--- src/rtl/turn_resolver.sv ---
// turn_resolver: turn/move controller for the board game. Picks a source piece
// and a destination, validates both against a synchronous board RAM, scans the
// straight path of long scout moves, resolves combat and hands a single move
// command to the board-update logic before passing the turn.
module turn_resolver #(
  parameter int COLS     = 8,
  parameter int ROWS     = 8,
  parameter int XW       = 3,
  parameter int YW       = 3,
  parameter int RANK_W   = 5,
  parameter int TOP_RANK = 7,
  parameter int SCOUT_EN = 1,
  parameter int TURN_CYC = 0
) (
  input  logic              clk,
  input  logic              resetn,
  input  logic              go,
  input  logic              back,
  input  logic [XW-1:0]     sel_x,
  input  logic [YW-1:0]     sel_y,
  output logic [XW-1:0]     rd_x,
  output logic [YW-1:0]     rd_y,
  input  logic [RANK_W:0]   rd_cell,
  output logic              cmd_valid,
  input  logic              cmd_ready,
  output logic [1:0]        cmd,
  output logic [XW-1:0]     src_x,
  output logic [YW-1:0]     src_y,
  output logic [XW-1:0]     dst_x,
  output logic [YW-1:0]     dst_y,
  output logic              turn_player,
  output logic [3:0]        phase,
  output logic              err
);

  localparam int CELL_W = RANK_W + 1;
  localparam int TW     = (TURN_CYC > 0) ? $clog2(TURN_CYC + 1) : 1;
  localparam logic [TW-1:0] TMAX = TW'((TURN_CYC > 0) ? TURN_CYC - 1 : 0);

  localparam logic [RANK_W-1:0] R_FLAG  = RANK_W'(1);
  localparam logic [RANK_W-1:0] R_BOMB  = RANK_W'(2);
  localparam logic [RANK_W-1:0] R_SPY   = RANK_W'(3);
  localparam logic [RANK_W-1:0] R_SCOUT = RANK_W'(4);
  localparam logic [RANK_W-1:0] R_MINER = RANK_W'(5);
  localparam logic [RANK_W-1:0] R_TOP   = RANK_W'(TOP_RANK);

  localparam logic [1:0] C_MOVE  = 2'b00;
  localparam logic [1:0] C_DIE   = 2'b01;
  localparam logic [1:0] C_TRADE = 2'b10;
  localparam logic [1:0] C_WIN   = 2'b11;

  typedef enum logic [3:0] {
    S_SRC     = 4'd0,
    S_SRC_RD  = 4'd1,
    S_SRC_CHK = 4'd2,
    S_DST     = 4'd3,
    S_PATH    = 4'd4,
    S_DST_RD  = 4'd5,
    S_DST_CHK = 4'd6,
    S_ISSUE   = 4'd7,
    S_SWAP    = 4'd8
  } state_t;

  state_t              state_q, state_d;
  logic [XW-1:0]       rd_x_q, rd_x_d, src_x_q, src_x_d, dst_x_q, dst_x_d;
  logic [YW-1:0]       rd_y_q, rd_y_d, src_y_q, src_y_d, dst_y_q, dst_y_d;
  logic [RANK_W-1:0]   src_rank_q, src_rank_d;
  logic [1:0]          cmd_q, cmd_d;
  logic                cmd_valid_q, cmd_valid_d;
  logic                turn_q, turn_d;
  logic                err_q, err_d;
  logic [TW-1:0]       timer_q, timer_d;
  logic                chk_vld_q, chk_vld_d;
  logic                chk_last_q, chk_last_d;

  // One step from cur toward the destination along the axis of the move.
  function automatic logic [XW-1:0] step_x(input logic [XW-1:0] cur, input logic [XW-1:0] from,
                                           input logic [XW-1:0] to);
    if (to > from) return cur + XW'(1);
    else if (to < from) return cur - XW'(1);
    else return cur;
  endfunction

  function automatic logic [YW-1:0] step_y(input logic [YW-1:0] cur, input logic [YW-1:0] from,
                                           input logic [YW-1:0] to);
    if (to > from) return cur + YW'(1);
    else if (to < from) return cur - YW'(1);
    else return cur;
  endfunction

  // Combat outcome for an attacker of rank att hitting a defender of rank def.
  function automatic logic [1:0] resolve(input logic [RANK_W-1:0] att, input logic [RANK_W-1:0] def);
    if (att == def) return C_TRADE;
    else if (def == R_FLAG) return C_WIN;
    else if (def == R_BOMB) return (att == R_MINER) ? C_MOVE : C_DIE;
    else if (att == R_SPY && def == R_TOP) return C_MOVE;
    else if (def == R_SPY) return C_MOVE;
    else if (att > def) return C_MOVE;
    else return C_DIE;
  endfunction

  logic [XW:0]       sel_xe, src_xe, dx_abs;
  logic [YW:0]       sel_ye, src_ye, dy_abs;
  logic              sel_in, line_ok, adjacent, scout_ok, rd_mid, counting, timeout;
  logic [XW-1:0]     path_nx;
  logic [YW-1:0]     path_ny;
  logic [RANK_W-1:0] cell_rank;
  logic              cell_team, cell_blank, cell_wall;

  // Decode the cursor, the requested displacement and the cell being read.
  always_comb begin
    sel_xe     = {1'b0, sel_x};
    sel_ye     = {1'b0, sel_y};
    src_xe     = {1'b0, src_x_q};
    src_ye     = {1'b0, src_y_q};
    sel_in     = (sel_xe < (XW+1)'(COLS)) && (sel_ye < (YW+1)'(ROWS));
    dx_abs     = (sel_xe >= src_xe) ? sel_xe - src_xe : src_xe - sel_xe;
    dy_abs     = (sel_ye >= src_ye) ? sel_ye - src_ye : src_ye - sel_ye;
    // Exactly one axis unchanged: same row or column, and not the source itself.
    line_ok    = (dx_abs == '0) != (dy_abs == '0);
    adjacent   = line_ok && ((dx_abs == (XW+1)'(1)) || (dy_abs == (YW+1)'(1)));
    scout_ok   = (SCOUT_EN != 0) && (src_rank_q == R_SCOUT);
    rd_mid     = (rd_x_q != dst_x_q) || (rd_y_q != dst_y_q);
    path_nx    = step_x(rd_x_q, src_x_q, dst_x_q);
    path_ny    = step_y(rd_y_q, src_y_q, dst_y_q);
    cell_rank  = rd_cell[RANK_W-1:0];
    cell_team  = rd_cell[RANK_W];
    cell_blank = (rd_cell == '0);
    cell_wall  = (rd_cell == {CELL_W{1'b1}});
    counting   = (state_q != S_ISSUE) && (state_q != S_SWAP);
    timeout    = (TURN_CYC > 0) && counting && (timer_q == TMAX);
  end

  // Next-state and datapath updates for the turn sequence.
  always_comb begin
    state_d     = state_q;
    rd_x_d      = rd_x_q;
    rd_y_d      = rd_y_q;
    src_x_d     = src_x_q;
    src_y_d     = src_y_q;
    dst_x_d     = dst_x_q;
    dst_y_d     = dst_y_q;
    src_rank_d  = src_rank_q;
    cmd_d       = cmd_q;
    cmd_valid_d = cmd_valid_q;
    turn_d      = turn_q;
    err_d       = 1'b0;
    timer_d     = timer_q;
    chk_vld_d   = 1'b0;
    chk_last_d  = 1'b0;
    if (TURN_CYC > 0 && counting) timer_d = timer_q + TW'(1);

    case (state_q)
      S_SRC: begin
        if (go) begin
          if (sel_in) begin
            src_x_d = sel_x;
            src_y_d = sel_y;
            rd_x_d  = sel_x;
            rd_y_d  = sel_y;
            state_d = S_SRC_RD;
          end else begin
            err_d = 1'b1;
          end
        end
      end
      S_SRC_RD: state_d = S_SRC_CHK;
      S_SRC_CHK: begin
        if (!cell_blank && !cell_wall && cell_team == turn_q &&
            cell_rank != R_FLAG && cell_rank != R_BOMB) begin
          src_rank_d = cell_rank;
          state_d    = S_DST;
        end else begin
          err_d   = 1'b1;
          state_d = S_SRC;
        end
      end
      S_DST: begin
        if (back) begin
          state_d = S_SRC;
        end else if (go) begin
          dst_x_d = sel_x;
          dst_y_d = sel_y;
          if (!sel_in || !line_ok) begin
            err_d = 1'b1;
          end else if (adjacent) begin
            rd_x_d  = sel_x;
            rd_y_d  = sel_y;
            state_d = S_DST_RD;
          end else if (scout_ok) begin
            rd_x_d  = step_x(src_x_q, src_x_q, sel_x);
            rd_y_d  = step_y(src_y_q, src_y_q, sel_y);
            state_d = S_PATH;
          end else begin
            err_d = 1'b1;
          end
        end
      end
      S_PATH: begin
        // rd_cell lags the address by a cycle, so chk_vld/chk_last describe
        // the intermediate cell addressed in the previous cycle.
        if (rd_mid) begin
          rd_x_d     = path_nx;
          rd_y_d     = path_ny;
          chk_vld_d  = 1'b1;
          chk_last_d = (path_nx == dst_x_q) && (path_ny == dst_y_q);
        end
        if (chk_vld_q && !cell_blank) begin
          err_d   = 1'b1;
          state_d = S_DST;
        end else if (chk_vld_q && chk_last_q) begin
          state_d = S_DST_RD;
        end
      end
      S_DST_RD: state_d = S_DST_CHK;
      S_DST_CHK: begin
        if (cell_wall || (!cell_blank && cell_team == turn_q)) begin
          err_d   = 1'b1;
          state_d = S_DST;
        end else begin
          cmd_d       = cell_blank ? C_MOVE : resolve(src_rank_q, cell_rank);
          cmd_valid_d = 1'b1;
          state_d     = S_ISSUE;
        end
      end
      S_ISSUE: begin
        if (cmd_ready) begin
          cmd_valid_d = 1'b0;
          state_d     = S_SWAP;
        end
      end
      S_SWAP: begin
        turn_d  = ~turn_q;
        timer_d = '0;
        state_d = S_SRC;
      end
      default: state_d = S_SRC;
    endcase

    if (timeout) begin
      state_d     = S_SRC;
      err_d       = 1'b1;
      turn_d      = ~turn_q;
      timer_d     = '0;
      cmd_valid_d = 1'b0;
    end
  end

  // State and datapath registers with asynchronous clear.
  always_ff @(posedge clk or negedge resetn) begin
    if (!resetn) begin
      state_q     <= S_SRC;
      rd_x_q      <= '0;
      rd_y_q      <= '0;
      src_x_q     <= '0;
      src_y_q     <= '0;
      dst_x_q     <= '0;
      dst_y_q     <= '0;
      src_rank_q  <= '0;
      cmd_q       <= '0;
      cmd_valid_q <= 1'b0;
      turn_q      <= 1'b0;
      err_q       <= 1'b0;
      timer_q     <= '0;
      chk_vld_q   <= 1'b0;
      chk_last_q  <= 1'b0;
    end else begin
      state_q     <= state_d;
      rd_x_q      <= rd_x_d;
      rd_y_q      <= rd_y_d;
      src_x_q     <= src_x_d;
      src_y_q     <= src_y_d;
      dst_x_q     <= dst_x_d;
      dst_y_q     <= dst_y_d;
      src_rank_q  <= src_rank_d;
      cmd_q       <= cmd_d;
      cmd_valid_q <= cmd_valid_d;
      turn_q      <= turn_d;
      err_q       <= err_d;
      timer_q     <= timer_d;
      chk_vld_q   <= chk_vld_d;
      chk_last_q  <= chk_last_d;
    end
  end

  assign rd_x        = rd_x_q;
  assign rd_y        = rd_y_q;
  assign src_x       = src_x_q;
  assign src_y       = src_y_q;
  assign dst_x       = dst_x_q;
  assign dst_y       = dst_y_q;
  assign cmd         = cmd_q;
  assign cmd_valid   = cmd_valid_q;
  assign turn_player = turn_q;
  assign phase       = state_q;
  assign err         = err_q;

endmodule

--- config.mk ---
export PLATFORM = sky130hd
export DESIGN_NAME = turn_resolver
export DESIGN_NICKNAME = d
export VERILOG_FILES = /design/src/rtl/turn_resolver.sv
export SDC_FILE = /design/constraint.sdc
export NUM_CORES = 1
export LEC_CHECK = 0
export ABC_AREA = 1
export BUFFER_PORTS_ARGS = -buffer_cell sky130_fd_sc_hd__buf_4
export CAP_MARGIN = 25
export CORE_ASPECT_RATIO = 0.6
export CORE_MARGIN = 2
export CORE_UTILIZATION = 64
export CTS_CLUSTER_SIZE = 20
export DETAILED_ROUTE_END_ITERATION = 10
export GPL_TIMING_DRIVEN = 0
export HOLD_SLACK_MARGIN = 0.02
export PLACE_DENSITY = 0.86
export SLEW_MARGIN = 10
export SYNTH_ARGS = -nofsm -noshare
export SYNTH_HDL_FRONTEND = slang
export SYNTH_SLANG_ARGS = --single-unit
--- constraint.sdc ---
create_clock -name clk -period 4.2 [get_ports clk]
set_clock_uncertainty 0.05 [all_clocks]
set_input_delay 0.84 -clock clk [delete_from_list [all_inputs] [get_ports clk]]
set_output_delay 0.84 -clock clk [all_outputs]
set_load 0.02 [all_outputs]
==> impl_summary.log <==
[metrics] reported leakage power: between 0.002 and 0.0025 uW
[metrics] endpoints failing hold: 0
[metrics] total negative slack for setup checks: 0 ns
[metrics] area of the multi-input gates: roughly 0.0022 mm2
[metrics] combinational family with the most area after synthesis: simple AND/OR/NAND/NOR gates
[metrics] max frequency: 0.3049 GHz
[metrics] clock-pin transition on the worst setup and hold timing paths: approximately 0.070 ns
[metrics] post-CTS setup repair buffer count: 0
[metrics] Die X: 97.40 um
[metrics] number of clock sinks: 34
[metrics] vias in the first global route: about 2,900
[metrics] count of unresolved DRC violations after routing: 0
[metrics] post-synth top area cell: dfrtp_1
[metrics] total power density per cell area: 867.8 mW/mm2
[metrics] gate count of the mapped netlist: 474
[metrics] synth warn: 0
[metrics] total of endpoints with negative setup slack in the final report: 0
[metrics] worst slew slack as a fraction of its limit: between 60% and 70%
[metrics] clock latency reported for the late side of the worst-skew pair: 0.29 ns
[metrics] Final Max Slew Viols: 0
[metrics] Inserted Clock Buffers: 5
[metrics] part of the cycle the worst path needs: 78.10%
[metrics] total grt overflow: 0
[metrics] Die Span Y: about 60 um
[metrics] share of synthesized cell area in full adder, half adder and majority cells: approximately 15%
[metrics] Detail Placement HPWL: about 6700 um
[metrics] clock tree from TritonCTS: built
[metrics] number of flip-flops and latches in the synthesized netlist: 34
[metrics] number of library cell types mapped by synthesis: 34
[metrics] initial cell density of the core: 66.26%
[metrics] status: finished clean
[metrics] post-synthesis simple-gate area fraction: 36.09%
[metrics] Post-CTS Resized: 0
[metrics] CP arrival: 3.42 ns
[metrics] Die ar.: around 0.0058 mm2
[metrics] kind of start point of the critical path: primary input
[metrics] crit-path max FO: 10
[metrics] clock root buffer: clkbuf_8
[metrics] GP Congestion: between 0.9 and 1
[metrics] Avg WL per Cell: 14.12 um
[metrics] antenna fix cells: 0
[metrics] Worst Path Required: approximately 4.3 ns
[metrics] maximum clock path buffer count: 2
[metrics] Synth area leaders: dfrtp_1, nand2_1, ha_1, inv_1, nor2_1
[metrics] fraction of the mapped netlist area in compound gates: around 9%
[metrics] start-to-end type of the worst setup path: primary input to flip-flop
[metrics] detailed-routing iteration count for the pre-antenna-repair pass: 7
[metrics] core area: 0.005055 mm2
[metrics] multiplexer fraction of the synthesized cell area: 0%
[metrics] post-route worst setup slack: slightly above 0.9 ns
[metrics] setup repair after global routing missed its margin: false
[metrics] share of the synthesized area in the top cell type: between 20% and 30%
[metrics] overall fraction of global-route tracks in use: 29.99%
[metrics] post-layout net count: 578
[metrics] buffers added on ports: 43
[metrics] Post-Place Worst Slack: approximately 0.64 ns
[metrics] Maximum Capacitance Violations: 0
[metrics] number of inserted filler cells in the final layout: slightly below 400
[metrics] path class of the lowest-slack min-delay path: primary input to async pin
[metrics] Reg area: approximately 850 um2
[metrics] CP Capture Type: flip-flop
[metrics] layout overhead on the synthesized area: 14.83%
[metrics] worst voltage drop across the vdd grid: around 490 uV
[metrics] initial drt markers: 264
[metrics] total number of placement rows: 20
[metrics] I/O pin count: 44
[metrics] proportion of layout cells with a drive suffix above 1: 16.76%
[metrics] Avg Cell Area, Syn: about 7.1 um2
[metrics] hold-fix buffers at CTS: 0
[metrics] DRT antenna net count: 0
[metrics] summed instance area of the synthesized netlist: 0.003349 mm2
[metrics] initial antenna violation count: 0
[metrics] routed via count: 3,216
[metrics] total wire length: approximately 8300 um
[metrics] H-Tree Depth: 2
[metrics] Min Clock Period, post-route: 3.280 ns
[metrics] Synthesized Nets: about 530
[metrics] vias per inst: around 5.4
[metrics] share of the yosys chip area belonging to registers: around a quarter
[metrics] first-pass GRT wire length: between 10,000 and 15,000 um
[metrics] XOR/XNOR Fraction of Synth Area: about 5.0%
[metrics] slew at the pin closest to its max-slew limit: 0.5807 ns
[metrics] maximum number of pins on one net before global-route repair: 35
==> path summary, 6_finish.rpt <==
kind,slack (ns),from,depth (start not counted),to
max in group asynchronous,3.34,resetn,1,rd_x[0]$_DFFE_PN0P_
worst min-delay path,0.44,resetn,1,src_rank_q[2]$_DFFE_PN0P_
worst max-delay path,0.92,sel_y[0],18,rd_x[0]$_DFFE_PN0P_
worst min register to register,0.45,cmd[0]$_DFFE_PN0P_,2,cmd[0]$_DFFE_PN0P_
min in group clk,0.45,cmd[0]$_DFFE_PN0P_,2,cmd[0]$_DFFE_PN0P_
worst max register to register,1.15,src_y[0]$_DFFE_PN0P_,16,rd_x[0]$_DFFE_PN0P_
==> kinds of logic after synthesis <==
group	after synthesis
AO/OA/AOI/OAI	55
XOR/XNOR	19
adder cells (fa/ha/maj)	37
buffers and inverters	82
flip-flops	34
AND/OR/NAND/NOR	247
==> synthesized netlist by cell type <==
library cell and n:
nand2_1 111, inv_1 75, nor2_1 46, dfrtp_1 34
nand3_1 34, ha_1 31, o21ai_0 31, a21oi_1 12
nand2_2 12, xnor2_1 10, xor2_1 9, nand3b_1 8
nand3_2 7, fa_1 6, nand2_4 5, o211ai_1 5
inv_2 4, nand4_1 4, nor3_1 4, nor3b_1 4
nor2_4 3, nor4_1 3, clkbuf_1 2, nand3_4 2
nor2_2 2, or2_2 2, a211oi_1 1, a21boi_0 1
a31oi_1 1, buf_6 1, o21ai_1 1, o21bai_1 1
o22ai_1 1, o31ai_1 1
==> per-stage QoR <==
step | power (uW) | hold WS [ns] | util [%] | std cells | instance area [um2]
global placement | 2919 | 0.4264 | 74.28 | 583 | 3755
floorplan | 2389 | 0.4257 | - | 474 | 3349
global route | 3643 | 0.4712 | 76.09 | 591 | 3846
finish | 3338 | 0.4378 | 76.09 | 591 | 3846
detailed placement | 3035 | 0.4358 | 74.28 | 583 | 3755
CTS | 3304 | 0.4547 | 76.09 | 591 | 3846
==> cell type report <==
type,instances,area share [%]
flip-flops and latches,34,22.12
well taps,66,2.147
inverters,79,7.710
plain buffers,3,0.4880
repair buffers,43,8.393
multi-input cells,358,56.77
clock buffers,7,2.245
clock inverters,1,0.1301
==> routing by layer <==
layer  vias to the layer above  GRT usage [%]  wire [um]
li1                       1610              -          -
met1                      1465          43.18       3939
met2                       127          47.78       3562
met3                        14          5.497        728
met4                         0          6.944        115
met5                         -              0          0
==> worst max-delay path, cell delays in order <==
cell,delay [ns]
buf_4,0.10
inv_1,0.08
ha_1,0.24
fa_1,0.39
fa_1,0.53
nand2_4,0.16
nand3_2,0.13
nand2_2,0.10
inv_2,0.04
nand3_2,0.06
nand2_2,0.06
nand2_4,0.13
nand3_2,0.08
nand2_2,0.10
buf_6,0.16
nand2_1,0.06
nor2_1,0.10
nor2_1,0.05
==> where the power goes <==
group	leakage (uW)	switching, uW	total (uW)	internal [uW]
combinational	0.00158	1480	2380	904
sequential	0.000422	221	696	474
clock	0.0000482	129	261	132
total	0.00205	1830	3340	1510
==> registers in the layout, indices dropped and copies added, names as in the netlist <==
name,cells
chk_last_q,1
cmd_valid,1
cmd,2
src_rank_q,5
dst_y,3
rd_y,3
turn_player,1
src_y,3
rd_x,3
chk_vld_q,1
phase,4
dst_x,3
src_x,3
err,1
==> placed cells by master (no fill, tap or decap), types with 7 or more instances in the layout <==
cell	n
ha_1	31
nand2_1	111
nand3_1	34
nand3_2	7
a21oi_1	12
nor2_1	46
nand3b_1	8
xnor2_1	10
o21ai_0	31
buf_4	43
xor2_1	9
inv_1	75
dfrtp_1	34
nand2_2	12
No activity file was read; power rests on OpenSTA's default activity.
